===== src/rtl/rr_arb_pkg.sv =====
// Shared types and helpers for the round-robin grant arbiter.
// Build option: define RR_ARB_PRIO0_EN to make requester 0 urgent.
package rr_arb_pkg;

  typedef enum logic {
    IDLE  = 1'b0,
    GRANT = 1'b1
  } arb_state_e;

  // Index width for NUM requesters; never narrower than one bit.
  function automatic int id_width(input int num);
    return (num <= 2) ? 1 : $clog2(num);
  endfunction

endpackage


===== src/rtl/rr_arb_pick.sv =====
// Combinational round-robin winner selection: first set index at or above ptr, else wrap.
// With RR_ARB_PRIO0_EN defined, a set req[0] always wins.
module rr_arb_pick
  import rr_arb_pkg::*;
#(
  parameter  int NUM  = 4,
  localparam int ID_W = id_width(NUM)
) (
  input  logic [NUM-1:0]  req,
  input  logic [ID_W-1:0] ptr,
  output logic            found,
  output logic [ID_W-1:0] win_id,
  output logic [NUM-1:0]  win_oh
);

  always_comb begin
    found  = 1'b0;
    win_id = '0;
    for (int i = 0; i < NUM; i++) begin
      if (!found && req[i] && (i >= int'(ptr))) begin
        found  = 1'b1;
        win_id = ID_W'(i);
      end
    end
    // Nothing at or above the pointer: wrap to the lowest set index.
    for (int i = 0; i < NUM; i++) begin
      if (!found && req[i]) begin
        found  = 1'b1;
        win_id = ID_W'(i);
      end
    end
`ifdef RR_ARB_PRIO0_EN
    if (req[0]) begin
      found  = 1'b1;
      win_id = '0;
    end
`endif
    win_oh = '0;
    if (found) begin
      win_oh[win_id] = 1'b1;
    end
  end

endmodule


===== src/rtl/rr_grant_arbiter.sv =====
// Registered, non-preemptive round-robin arbiter with ack-based release and back-to-back grants.
// Build option: RR_ARB_PRIO0_EN (requester 0 urgent, its grants leave the pointer alone).
module rr_grant_arbiter
  import rr_arb_pkg::*;
#(
  parameter  int NUM  = 4,
  localparam int ID_W = id_width(NUM)
) (
  input  logic            clk,
  input  logic            rst_n,
  input  logic [NUM-1:0]  req_i,
  input  logic            ack_i,
  output logic [NUM-1:0]  gnt_o,
  output logic            gnt_vld_o,
  output logic [ID_W-1:0] gnt_id_o
);

  arb_state_e      state, state_d;
  logic [ID_W-1:0] ptr, ptr_d;
  logic [ID_W-1:0] adv_ptr;
  logic [ID_W-1:0] pick_ptr;
  logic [NUM-1:0]  gnt_d;
  logic [ID_W-1:0] gnt_id_d;
  logic            release_gnt;
  logic            found;
  logic [ID_W-1:0] win_id;
  logic [NUM-1:0]  win_oh;

  always_comb begin
    release_gnt = (state == GRANT) && (ack_i || !req_i[gnt_id_o]);
    adv_ptr     = (gnt_id_o == ID_W'(NUM - 1)) ? '0 : gnt_id_o + ID_W'(1);
`ifdef RR_ARB_PRIO0_EN
    if (gnt_id_o == '0) begin
      adv_ptr = ptr;
    end
`endif
    // A releasing winner re-arbitrates against the already-advanced pointer.
    pick_ptr = release_gnt ? adv_ptr : ptr;
  end

  rr_arb_pick #(
    .NUM (NUM)
  ) u_pick (
    .req    (req_i),
    .ptr    (pick_ptr),
    .found  (found),
    .win_id (win_id),
    .win_oh (win_oh)
  );

  always_comb begin
    state_d  = state;
    ptr_d    = ptr;
    gnt_d    = gnt_o;
    gnt_id_d = gnt_id_o;
    case (state)
      IDLE: begin
        if (found) begin
          gnt_d    = win_oh;
          gnt_id_d = win_id;
          state_d  = GRANT;
        end
      end
      GRANT: begin
        if (release_gnt) begin
          ptr_d = adv_ptr;
          if (found) begin
            gnt_d    = win_oh;
            gnt_id_d = win_id;
          end else begin
            gnt_d   = '0;
            state_d = IDLE;
          end
        end
      end
      default: begin
        gnt_d   = '0;
        state_d = IDLE;
      end
    endcase
  end

  always_ff @(posedge clk) begin
    if (!rst_n) begin
      state    <= IDLE;
      ptr      <= '0;
      gnt_o    <= '0;
      gnt_id_o <= '0;
    end else begin
      state    <= state_d;
      ptr      <= ptr_d;
      gnt_o    <= gnt_d;
      gnt_id_o <= gnt_id_d;
    end
  end

  assign gnt_vld_o = |gnt_o;

endmodule

===== config.mk =====
export PLATFORM = sky130hd
export DESIGN_NAME = rr_grant_arbiter
export DESIGN_NICKNAME = d
export VERILOG_FILES = /design/src/rtl/rr_arb_pkg.sv /design/src/rtl/rr_arb_pick.sv /design/src/rtl/rr_grant_arbiter.sv
export SDC_FILE = /design/constraint.sdc
export NUM_CORES = 1
export LEC_CHECK = 0
export CORE_AREA = 2 2 39 41
export DETAILED_ROUTE_END_ITERATION = 12
export DIE_AREA = 0 0 41 43
export PLACE_DENSITY = 0.82
export SYNTH_ARGS = -nofsm -noshare
export SYNTH_HDL_FRONTEND = slang
export SYNTH_SLANG_ARGS = --single-unit

===== constraint.sdc =====
create_clock -name clk -period 3.1 [get_ports clk]
set_input_delay 0.62 -clock clk [delete_from_list [all_inputs] [get_ports clk]]
set_output_delay 0.62 -clock clk [all_outputs]
set_load 0.03 [all_outputs]

==> results.py <==
metrics = {
    "run_status": {
        "status": "complete, no violations",
    },
    "timing": {
        "fin_crit_sh_pct": 86.4,
        "fin_worst_skew_ps": 8.22,
        "setup_viol": 0,
        "tightestPinTransition_ps": 589,
        "drv_slew": 0,
        "setup_tns_ps": 0,
        "relSlewSlack_pct": 60.4,
        "timing.hold.ws_ps": 492,
        "rsz0062_at_grt": "no",
        "hold_viol_final": 0,
        "fin_crit_ps": 2680,
        "fmax_ghz": 0.373,
    },
    "cts": {
        "hold_buffers": 0,
        "clockBufferDepth": 2,
        "cts_made_buffers": 3,
        "htree_levels": 1,
        "cts_sinks": 9,
        "postCtsSetupBuffers": 0,
        "cts_tree": "yes",
        "clk_latency_ps": 270,
        "path_clk_slew_ps": 60,
        "cts_resized": 0,
        "cts_root_buf": "clkbuf_4",
    },
    "critical_path": {
        "r2r_slack_ps": 790,
        "path_cells": "clkdlybuf4s50_1 > mux2i_1 > o221ai_2 > mux2i_4 > o22ai_2 > or4_1 > o211a_1",
        "start_kind": "input port",
        "cp_slowest_cell": "clkdlybuf4s50_1",
        "worst-endpoint-arrival_ps": 2830,
        "rr_startpoint": "gnt_id_o[1]$_SDFFE_PN0P_",
        "worst_setup_path_end_kind": "register",
        "reg2reg_to": "gnt_o[0]$_SDFFE_PN0P_",
        "crit_type": "in -> reg",
        "cp_max_fo": 6,
        "slowest_delay_ps": 570,
        "r2r_cells": 6,
        "worstPathRequired_ps": 3260,
    },
    "power_and_ir_drop": {
        "ir_worst_vdd_v": 0.000250,
        "p_seq_share_pct": 34.7,
        "swShare_pct": 35.8,
        "combPwrFrac_pct": 42.9,
        "leakage_nw": 0.316,
        "net-switching-power_w": 0.000148,
        "clock_power_share_pct": 22.4,
        "p_per_area_nw_per_um2": 520,
        "p_int_w": 0.000266,
    },
    "placed_design": {
        "io_buffers": 13,
        "gp_congestion": 0.756,
        "post-dp-hpwl_um": 1170,
    },
    "routing": {
        "drt-initial-drc-count": 6,
        "vias": 600,
        "ant_nets": 0,
        "routed_wl_um": 1460,
        "drc": 0,
        "wl_per_cell_um": 14.9,
        "drtPass1Iterations": 4,
        "via_per_inst": 6.12,
    },
    "yosys": {
        "ys_ff_latch": 9,
        "synth_area_per_cell_um2": 9.61,
        "synth-async-reset-ratio_pct": 0,
        "synthCells": 65,
        "synth-edff-count": 0,
        "yosys_warnings": 0,
        "ys_seq_area_share_pct": 28.9,
        "syn_nets": 73,
        "synth_area_um2": 624,
        "synthDistinctLibCells": 40,
        "ys.flop_type": "dfxtp_1",
    },
    "die": {
        "fp.dieArea_um2": 1760,
        "placementRows": 14,
        "coreArea_um2": 1380,
        "pin_count": 14,
        "initial_core_util_pct": 45.1,
        "die_x_um": 41,
        "chipHeight_um": 43,
    },
    "global_routing": {
        "grt_pass1_wl_um": 2530,
        "grt_pass1_vias": 571,
        "grt_remaining_overflow": 0,
        "grt_usage_pct": 20.6,
        "antenna_found_initial": 0,
        "grt_max_degree": 12,
    },
    "worst_hold_path": {
        "worstHoldStart": "gnt_o[2]$_SDFFE_PN0P_",
        "hold_depth": 2,
        "hold_class": "reg -> reg",
        "min_to": "gnt_o[2]$_SDFFE_PN0P_",
    },
    "layout": {
        "multi_input_area_um2": 420,
        "nets": 91,
        "antennaDiodeCount": 0,
        "area_growth_pct": 27.5,
        "seqCellArea_um2": 180,
        "fill_cells": 133,
        "drive_gt1_share_pct": 18.3,
    },
    "run": {
        "drv_cap": 0,
    },
}
cells in the mapped netlist (2+ instances only):
cell type | n | area, um2
and3_4 | 2 | 22.5
and2_1 | 4 | 25.0
mux2i_1 | 3 | 30.0
nand2_1 | 5 | 18.8
o41ai_1 | 2 | 17.5
dfxtp_1 | 9 | 180
nor2b_1 | 2 | 12.5
or4_1 | 3 | 22.5
a21oi_1 | 2 | 10.0
inv_1 | 3 | 11.3
registers in the layout, summed over array words and instances (netlist names):
signal and flops:
ptr 2, state 1, gnt_o 4, gnt_id_o 2
area by class of cell:
cell class | count | share of cell area, %
repair buffers | 14 | 17.3
clock buffers | 4 | 3.30
well taps | 16 | 2.52
multi-input cells | 52 | 52.8
inverters | 3 | 1.42
flip-flops and latches | 9 | 22.6
cell usage in the layout, fill, tap and decap left out, types with 2 or more instances in the layout:
master           netlist  final
a21oi_1                2      2
and2_1                 4      4
and3_4                 2      2
clkbuf_4               0      3
clkdlybuf4s50_1        0     13
dfxtp_1                9      9
inv_1                  3      3
mux2i_1                3      3
nand2_1                5      5
nor2b_1                2      2
o41ai_1                2      2
or4_1                  3      3
through the flow:
| stage | power (W) | cells | cell area (um2) | setup slack (ps) | util [%] |
|---|---|---|---|---|---|
| 2_1_floorplan | 0.000267 | 65 | 624 | 777 | - |
| 3_3_place_gp | 0.000320 | 94 | 769 | 213 | 55.6 |
| 3_5_place_dp | 0.000323 | 94 | 769 | 155 | 55.6 |
| 4_1_cts | 0.000419 | 98 | 796 | 427 | 57.5 |
| 5_1_grt | 0.000441 | 98 | 796 | 284 | 57.5 |
| 6_report | 0.000414 | 98 | 796 | 422 | 57.5 |
logic make-up (layout without fill, tap and decap cells):
family,count (synthesis),count (layout),share of synthesized area [%]
adder cells (fa/ha/maj),1,1,2.00
multiplexers,5,5,10.8
flip-flops,9,9,28.9
buffers and inverters,4,21,3.81
AND/OR/NAND/NOR,27,27,27.9
AO/OA/AOI/OAI,19,19,26.7
power groups by stage:
stage | sequential (W) | clock [W] | combinational [W]
2_1_floorplan | 0.000163 | 0 | 0.000104
3_3_place_gp | 0.000146 | 0 | 0.000174
3_5_place_dp | 0.000146 | 0 | 0.000177
4_1_cts | 0.000144 | 0.0000969 | 0.000178
5_1_grt | 0.000146 | 0.000103 | 0.000191
6_report | 0.000144 | 0.0000926 | 0.000178
critical path, delay by kind of cell:
kind	cells	cell delay, ps
AO/OA/AOI/OAI	3	570
buffers and inverters	1	570
multiplexers	2	560
AND/OR/NAND/NOR	1	520
worst max path at each step:
stage                                 end  cells past startpoint  startpoint
floorplan           gnt_o[3]$_SDFFE_PN0P_                      6       ack_i
global placement    gnt_o[3]$_SDFFE_PN0P_                      7    req_i[2]
detailed placement  gnt_o[3]$_SDFFE_PN0P_                      7    req_i[2]
CTS                 gnt_o[0]$_SDFFE_PN0P_                      7    req_i[2]
global route        gnt_o[0]$_SDFFE_PN0P_                      7    req_i[2]
finish              gnt_o[0]$_SDFFE_PN0P_                      7    req_i[3]
per-layer routing:
layer,global-route usage [%],share of wire [%],vias to the layer above
met1,25.2,44,287
li1,-,-,290
met3,4.71,3.2,5
met2,33.4,51,18
met5,0,0,-
met4,7.33,2.1,0
Note: power is estimated with default switching activity, not from simulation.
